File: config.mk
export PLATFORM = sky130hd
export DESIGN_NAME = pipe_stage_skid
export DESIGN_NICKNAME = d
export VERILOG_FILES = /design/src/rtl/pipe_stage_skid_pkg.sv /design/src/rtl/pipe_stage_skid_entry.sv /design/src/rtl/pipe_stage_skid.sv
export SDC_FILE = /design/constraint.sdc
export NUM_CORES = 2
export LEC_CHECK = 0
export CELL_PAD_IN_SITES_DETAIL_PLACEMENT = 1
export CELL_PAD_IN_SITES_GLOBAL_PLACEMENT = 2
export CORE_UTILIZATION = 29
export DETAILED_ROUTE_END_ITERATION = 7
export GPL_ROUTABILITY_DRIVEN = 1
export PLACE_DENSITY_LB_ADDON = 0.25
export SLEW_MARGIN = 0
export SYNTH_ARGS = -nofsm -noshare
export SYNTH_HDL_FRONTEND = slang
export SYNTH_SLANG_ARGS = --single-unit
File: constraint.sdc
create_clock -name CLK -period 5 [get_ports CLK]
set_input_delay 0.75 -clock CLK [delete_from_list [all_inputs] [get_ports CLK]]
set_output_delay 0.75 -clock CLK [all_outputs]
set_load 0.01 [all_outputs]
File: src/rtl/pipe_stage_skid_pkg.sv
// Shared definitions for the pipeline stage boundary registers.
// Payload layout (identical at ID/EX, EX/MEM, MEM/WB; unused fields stay zero), occupancy encodings
// and the default NOP payload. An all-zero instruction word decodes as sll $0,$0,0, i.e. a nop.
package pipe_pkg;

    localparam int WORD_W    = 32;
    localparam int CTRL_W    = 16;
    localparam int N_WORDS   = 10;
    localparam int PAYLOAD_W = WORD_W * N_WORDS + CTRL_W;

    // Word slots within the packed payload, LSB first.
    localparam int OFF_IR    = 0 * WORD_W;
    localparam int OFF_A1    = 1 * WORD_W;
    localparam int OFF_A2    = 2 * WORD_W;
    localparam int OFF_A3    = 3 * WORD_W;
    localparam int OFF_V1    = 4 * WORD_W;
    localparam int OFF_V2    = 5 * WORD_W;
    localparam int OFF_EXT_S = 6 * WORD_W;
    localparam int OFF_EXT_Z = 7 * WORD_W;
    localparam int OFF_EXT_U = 8 * WORD_W;
    localparam int OFF_PCP4  = 9 * WORD_W;
    localparam int OFF_CTRL  = N_WORDS * WORD_W;

    // All-zero IR is the architectural nop; every other field zero as well.
    localparam logic [PAYLOAD_W-1:0] NOP_PAYLOAD = '0;

    typedef enum logic [1:0] {
        OCC_EMPTY = 2'd0,
        OCC_ONE   = 2'd1,
        OCC_TWO   = 2'd2
    } occ_e;

    // skid can only be valid while main is valid, so main_v/skid_v map directly to a count.
    function automatic occ_e occ_encode(input logic main_v, input logic skid_v);
        if (skid_v)      return OCC_TWO;
        else if (main_v) return OCC_ONE;
        else             return OCC_EMPTY;
    endfunction

endpackage

File: src/rtl/pipe_stage_skid_entry.sv
// pipe_entry: one valid+data+away holding register for the stage.
// Latency: loaded value visible the cycle after ld_i. Backpressure: none, caller decides load/clear.
// Ports: clk_i, rst_i (sync, active-high), clr_i, ld_i/ld_dat_i/ld_away_i in; vld_o/dat_o/away_o out.
module pipe_entry #(
    parameter int             W         = 32,
    parameter logic [W-1:0]   NOP_VALUE = '0
) (
    input  logic         clk_i,
    input  logic         rst_i,
    input  logic         clr_i,
    input  logic         ld_i,
    input  logic [W-1:0] ld_dat_i,
    input  logic         ld_away_i,
    output logic         vld_o,
    output logic [W-1:0] dat_o,
    output logic         away_o
);

    logic         vld_q,  vld_d;
    logic [W-1:0] dat_q,  dat_d;
    logic         away_q, away_d;

    // Clearing rewrites the data regs with the NOP pattern so an empty
    // slot always presents a decodable nop and a clean tag.
    always_comb begin
        vld_d  = vld_q;
        dat_d  = dat_q;
        away_d = away_q;
        if (clr_i) begin
            vld_d  = 1'b0;
            dat_d  = NOP_VALUE;
            away_d = 1'b0;
        end else if (ld_i) begin
            vld_d  = 1'b1;
            dat_d  = ld_dat_i;
            away_d = ld_away_i;
        end
    end

    always_ff @(posedge clk_i) begin
        if (rst_i) begin
            vld_q  <= 1'b0;
            dat_q  <= NOP_VALUE;
            away_q <= 1'b0;
        end else begin
            vld_q  <= vld_d;
            dat_q  <= dat_d;
            away_q <= away_d;
        end
    end

    assign vld_o  = vld_q;
    assign dat_o  = dat_q;
    assign away_o = away_q;

endmodule

File: src/rtl/pipe_stage_skid.sv
// pipe_stage_skid: ready/valid stage register with 2-entry skid, flush-to-NOP, exception tag, bubble counter.
// Latency: 1 cycle, full throughput. Backpressure: in_ready drops the cycle after the skid slot fills.
// Ports: CLK, reset, flush; in_valid/in_ready/in_data/in_away; out_valid/out_ready/out_data/out_away;
//        occupancy (0..2), bubble_cnt (saturating count of cycles with out_valid low).
module pipe_stage_skid
    import pipe_pkg::*;
#(
    parameter int           W         = PAYLOAD_W,
    parameter logic [W-1:0] NOP_VALUE = '0,
    parameter int           CNT_W     = 16
) (
    input  logic             CLK,
    input  logic             reset,
    input  logic             flush,
    input  logic             in_valid,
    output logic             in_ready,
    input  logic [W-1:0]     in_data,
    input  logic             in_away,
    output logic             out_valid,
    input  logic             out_ready,
    output logic [W-1:0]     out_data,
    output logic             out_away,
    output logic [1:0]       occupancy,
    output logic [CNT_W-1:0] bubble_cnt
);

    localparam logic [CNT_W-1:0] CNT_MAX = {CNT_W{1'b1}};

    logic         main_v, skid_v;
    logic [W-1:0] main_dat, skid_dat;
    logic         main_away, skid_away;

    logic         acc, pop, kill;
    logic         main_ld, main_clr, main_from_skid;
    logic         skid_ld, skid_clr;
    logic [W-1:0] main_ld_dat;
    logic         main_ld_away;

    logic [CNT_W-1:0] bubble_q, bubble_d;

    // in_ready is purely a function of held state and the kill inputs so
    // upstream can compute its own valid without a combinational loop.
    assign in_ready = !skid_v && !flush && !reset;
    assign acc      = in_valid && in_ready;
    assign pop      = main_v && out_ready;
    assign kill     = flush || reset;

    always_comb begin
        main_ld        = 1'b0;
        main_clr       = 1'b0;
        main_from_skid = 1'b0;
        skid_ld        = 1'b0;
        skid_clr       = 1'b0;
        if (kill) begin
            // Any handshake in flight this edge is discarded.
            main_clr = 1'b1;
            skid_clr = 1'b1;
        end else if (!main_v) begin
            main_ld = acc;
        end else if (!skid_v) begin
            if (pop && acc)       main_ld  = 1'b1;
            else if (pop)         main_clr = 1'b1;
            else if (acc)         skid_ld  = 1'b1;
        end else if (pop) begin
            // Full: in_ready is low, so only the skid entry can move up.
            main_ld        = 1'b1;
            main_from_skid = 1'b1;
            skid_clr       = 1'b1;
        end
    end

    assign main_ld_dat  = main_from_skid ? skid_dat  : in_data;
    assign main_ld_away = main_from_skid ? skid_away : in_away;

    pipe_entry #(
        .W         (W),
        .NOP_VALUE (NOP_VALUE)
    ) u_main (
        .clk_i     (CLK),
        .rst_i     (reset),
        .clr_i     (main_clr),
        .ld_i      (main_ld),
        .ld_dat_i  (main_ld_dat),
        .ld_away_i (main_ld_away),
        .vld_o     (main_v),
        .dat_o     (main_dat),
        .away_o    (main_away)
    );

    pipe_entry #(
        .W         (W),
        .NOP_VALUE (NOP_VALUE)
    ) u_skid (
        .clk_i     (CLK),
        .rst_i     (reset),
        .clr_i     (skid_clr),
        .ld_i      (skid_ld),
        .ld_dat_i  (in_data),
        .ld_away_i (in_away),
        .vld_o     (skid_v),
        .dat_o     (skid_dat),
        .away_o    (skid_away)
    );

    // Counts edges at which the stage had nothing to present; flush does
    // not reset it so it reflects flush-induced bubbles too.
    always_comb begin
        bubble_d = bubble_q;
        if (!main_v && (bubble_q != CNT_MAX)) bubble_d = bubble_q + 1'b1;
    end

    always_ff @(posedge CLK) begin
        if (reset) bubble_q <= '0;
        else       bubble_q <= bubble_d;
    end

    assign out_valid  = main_v;
    assign out_data   = main_dat;
    assign out_away   = main_away;
    assign occupancy  = occ_encode(main_v, skid_v);
    assign bubble_cnt = bubble_q;

endmodule

Word-level counts from Yosys, hierarchy flattened
Index checks and enable logic that the tools add are counted.
- reductions and logical operators: 13
- eq/ne operators: 1
- add/subtract/negate cells: 1
- mux-type cells: 23
- operator list (operator ; number):
    336-bit 2-to-1 mux ; 1
    1-bit 2-to-1 mux ; 21
    16-bit by 1-bit adder with 16-bit output, second input constant ; 1
    16-bit inequality test, second input constant ; 1
    1-bit logical AND ; 6
    1-bit zero test ; 4
    2-bit OR reduction ; 2
    2-bit 2-to-1 mux ; 1
    1-bit logical OR ; 1
- output and inout bits: 357
- input port bits: 342
- register bits after elaboration: 692
- word-level logic and storage cells: 45

Logic depth before layout (Yosys ltp)
- depth after elaboration: 10
- gate-level depth with buffers: 8
- depth with buffers taken out: 5

Hierarchy
A second synthesis with hierarchy kept.
- cells, all modules: 2665
- area, all modules: 29251.8 µm²
- by module, submodules not included (module ; cells each ; times used ; area an instance (µm²) ; sequential area each (µm²)):
    pipe_entry ; 1091 ; 2 ; 12181.7 ; 6766.5
    pipe_stage_skid ; 483 ; 1 ; 4888.4 ; 320.3

Worst setup path after synthesis
No wires, ideal clock.
- kind: input to output
- start: in reset
- end: out in_ready
- path buffers: 2
- cell stages on the path: 3
- path slack: 2.834 ns
- data arrival time: 1.416 ns
- data required time: 4.250 ns
- cell sequence: clkbuf_1 > buf_1 > nor3_1
- cells in the longest elaborated chain, start to end: 2
- RTL lines (what ; RTL line ; source):
    from (decl) ; pipe_stage_skid.sv:13 ; input logic reset,
    1-bit zero test ; pipe_stage_skid.sv:43 ; assign in_ready = !skid_v && !flush && !reset;
    1-bit logical AND ; pipe_stage_skid.sv:43 ;
    to (decl) ; pipe_stage_skid.sv:16 ; output logic in_ready,
No other way between the ends.

Worst setup path after layout
- start: in reset
- end: reg u_skid.dat_q[122], in the netlist u_skid.dat_o[122]
- cells in the longest elaborated chain, start to end: 9
- elaborated cells between the ends (all ways): 13
- classes of those cells: mux: 7; reduce/logical: 6
- RTL lines (what ; RTL line ; source):
    1-bit zero test ; pipe_stage_skid.sv:43 ;
    1-bit logical AND ; pipe_stage_skid.sv:43 ;
    1-bit logical AND ; pipe_stage_skid.sv:44 ; assign acc = in_valid && in_ready;
    1-bit 2-to-1 mux ; pipe_stage_skid.sv:63 ; else if (acc) skid_ld = 1'b1;
    1-bit 2-to-1 mux ; pipe_stage_skid.sv:62 ; else if (pop) main_clr = 1'b1;
    1-bit 2-to-1 mux ; pipe_stage_skid.sv:61 ; if (pop && acc) main_ld = 1'b1;
    1-bit 2-to-1 mux ; pipe_stage_skid.sv:60 ; end else if (!skid_v) begin
    1-bit 2-to-1 mux ; pipe_stage_skid.sv:58 ; end else if (!main_v) begin
    1-bit 2-to-1 mux ; pipe_stage_skid.sv:54 ; if (kill) begin
    to (signal assigned) ; pipe_stage_skid_entry.sv:47 ; dat_q <= dat_d;
    to (decl) ; pipe_stage_skid_entry.sv:20 ; logic [W-1:0] dat_q, dat_d;
Parallel ways exist; a longest one is shown, timed or not.
A chain may end at the register's enable or synchronous reset.

==> flow_summary_export.csv <==
group,metric,value,unit
worst_setup_path,regToRegStartpoint,"u_main.vld_o$_SDFFE_PP0P_",
worst_setup_path,worstPathCellList,"clkdlybuf4s50_1 > buf_4 > nor2_2 > nand4b_1 > buf_12 > nand2_1 > a21oi_1",
place,dp_hpwl,68.9,mm
logic_synthesis,ys.flop_type,"dfxtp_1",
cts,clkSlewWorstSetupHoldPaths,0.05,ns
route,drc_errors,0,
route,wirelength,105,mm
power_and_ir_drop,peakVddDrop,0.220,mV
global_routing,grt_max_degree,184,
floorplanning,die_width,303,um
logic_synthesis,synth_fp_nets,3794,
cts,cts.sinks,692,
floorplanning,die_h,303,um
global_routing,track_usage,0.220,
cts,cts_hold_buf,0,
run_status,outcome,"completed",
logic_synthesis,synth-edff-count,0,
logic_synthesis,synth_warnings,0,
power_and_ir_drop,cellLeakagePower,12.8,nW
timing,rsz0062_at_grt,"no",
finish,drive_gt1_frac,0.0503,
timing,final.min_clock_period,3.10,ns
global_routing,grt_pass1_vias,25700,
finish,area_delta_synth_final,41.2,%
finish,final_net_count,4333,
logic_synthesis,async_flop_share,0,
timing,setup-violations-final,0,
timing,slew_viol_final,0,
worst_setup_path,crit_start,"reset",
cts,htreeDepth,3,
hold_path,hold_start,"u_skid.dat_o[291]$_SDFFE_PP0P_",
timing,finalClockSkew,0.0177,ns
floorplanning,fp.coreArea,0.0899,mm2
worst_setup_path,r2r.worst_path.cells,5,
worst_setup_path,timing.rr.end,"u_skid.dat_o[122]$_SDFFE_PP0P_",
timing,max_clock_freq,0.323,GHz
worst_setup_path,r2r_setup_slack,2.15,ns
worst_setup_path,cp_slowest_stage_delay,0.86,ns
hold_path,min_path_type,"register to register",
worst_setup_path,cp.required,5.48,ns
timing,period_share,0.620,
timing,worst_slew_pin_slew,1.06,ns
worst_setup_path,cp_max_fo,106,
route,routedWlPerCell,20.1,um
cts,clockBufferDepth,3,
finish,n_fill_cell,10700,
place,io_buffers,698,
cts,root_buffer,"clkbuf_16",
global_routing,antenna_found_initial,35,
floorplanning,initial_core_util,0.293,
finish,finalNonFillerCells,5251,
worst_setup_path,crit_path_end,"u_skid.dat_o[122]$_SDFFE_PP0P_",
timing,max_slew_margin,0.296,
power_and_ir_drop,p_per_area,338,mW/mm2
cts,insertion_delay,0.62,ns
timing,hold_viol,0,
place,dp.cells,5081,
logic_synthesis,yosysMostFrequentCell,"nand2_1",
cts,postCtsSetupBuffers,0,
logic_synthesis,synth_seq_cells,692,
floorplanning,io_pins,699,
logic_synthesis,yosysUniqueCellTypes,37,
place,place.gp.congestion,0.785,
cts,numCtsBuffers,83,
job,drv_cap,0,
logic_synthesis,synthTopCellsByArea,"dfxtp_1, nand2_1, a31oi_1",
logic_synthesis,yosysTopAreaCell,"dfxtp_1",
worst_setup_path,worstPathArrival,3.57,ns
global_routing,grt_pass1_wl,157,mm
route,drt_pre_antenna_iters,5,
cts,cts_resized,0,
route,num_vias,25800,
timing,setup_tns,0,ns
route,detail-route-antenna-nets,0,
floorplanning,rows,110,
worst_setup_path,setup.worst_path.class,"input pin to register",
logic_synthesis,syn_area_per_cell,7.62,um2
logic_synthesis,ys_seq_area_frac,0.527,
worst_setup_path,startpoint_type,"input pin",
route,drt-initial-drc-count,1273,
logic_synthesis,synth_top_area_frac,0.527,
cts,tritoncts,"yes",
worst_setup_path,cpMaxStageDelayCell,"nand4b_1",
logic_synthesis,synth_area,0.0263,mm2
floorplanning,design.die.area,0.0919,mm2
route,viasPerCell,4.91,
global_routing,gr-total-overflow,0,
worst_setup_path,cp-end-kind,"register",
logic_synthesis,syn-instance-count,3451,
logic_synthesis,synthTopCellsByCount,"nand2_1, dfxtp_1, a21oi_1",
-- worst max-delay path: cells and delay by family --
kind	cells	cell delay, ns
simple gates	3	1.37
buf+inv	3	1.15
compound gates	1	0.09
-- registers in the layout, indices dropped and copies added (netlist names) --
signal,count
u_main.vld_o,1
u_skid.dat_o,336
bubble_cnt,16
u_main.dat_o,336
u_skid.vld_o,1
u_main.away_o,1
u_skid.away_o,1
-- power by group --
group | internal [W] | leakage, nW | switching (W)
Sequential | 0.00558 | 5.59 | 0.0000432
Combinational | 0.000439 | 5.89 | 0.000425
Clock | 0.00362 | 1.36 | 0.00244
-- worst min-delay path by stage --
stage | cells past startpoint | to | slack, ns
after floorplan | 2 | u_skid.away_o$_SDFFE_PP0P_ | 0.44
after global placement | 2 | u_skid.dat_o[291]$_SDFFE_PP0P_ | 0.44
after detailed placement | 2 | u_skid.dat_o[233]$_SDFFE_PP0P_ | 0.45
after CTS | 2 | u_skid.dat_o[114]$_SDFFE_PP0P_ | 0.46
after global routing | 2 | u_skid.dat_o[303]$_SDFFE_PP0P_ | 0.46
final | 2 | u_skid.dat_o[291]$_SDFFE_PP0P_ | 0.45
-- metrics by stage --
step | power, W | hold slack [ns] | instance area (um2) | worst slack (ns) | utilization
final | 0.0125 | 0.452 | 37100 | 1.90 | 0.413
after global routing | 0.0130 | 0.464 | 37100 | 1.83 | 0.413
after CTS | 0.0128 | 0.455 | 37100 | 1.99 | 0.413
after detailed placement | 0.00662 | 0.447 | 34300 | 1.35 | 0.382
after global placement | 0.00662 | 0.441 | 34300 | 1.43 | 0.382
after floorplan | 0.00603 | 0.437 | 26300 | 2.83 | -
-- cells in the final DEF, fill, tap and decap left out, types with 2 or more instances in the layout --
master	synthesis	routed
a21oi_1	348	348
inv_16	0	2
o21ai_0	185	185
o21ai_1	157	157
and4_1	4	4
clkdlybuf4s50_1	0	698
o31ai_1	2	2
or3_1	4	4
nand3_1	4	3
inv_6	0	2
clkinvlp_4	0	2
buf_12	0	29
nor2_1	10	10
clkinv_2	0	9
diode_2	0	20
a31oi_1	339	339
bufinv_16	0	2
nor3_1	7	7
inv_1	3	3
nor4_1	2	2
dfxtp_1	692	692
nor4bb_1	2	2
nand2_1	1354	1353
nor2b_1	4	4
nand4b_1	2	2
clkbuf_1	178	21
clkbuf_8	0	26
mux2_2	4	4
nand4_1	5	5
buf_4	5	32
clkbuf_16	0	85
and3_1	4	4
-- final cells by class --
class	instances	area, um2	area share
clock buffer	132	2560	0.0691
multi-input combinational	2451	11200	0.301
clock inverter	18	186	0.00502
sequential	692	13900	0.373
inverter	3	11.3	0.000303
timing repair buffer	759	7810	0.210
tap	1176	1470	0.0396
antenna	20	50.0	0.00135
-- layer usage --
metal / global-route usage / vias to the layer above / routed length, um
li1: - / 12800 / -
met1: 0.261 / 12300 / 43600
met2: 0.378 / 556 / 51700
met3: 0.0515 / 185 / 5990
met4: 0.0961 / 26 / 3920
met5: 0 / - / 175
-- cells by family after synthesis --
kind of cell / Yosys count / share of synthesized area
AND/OR/NAND/NOR: 1411 / 0.207
AO/OA/AOI/OAI: 1034 / 0.214
flip-flops: 692 / 0.527
buffers and inverters: 308 / 0.0498
multiplexers: 4 / 0.00171
XOR/XNOR: 1 / 0.000333
adder cells (fa/ha/maj): 1 / 0.000476
(Power assumes the default switching activity.)
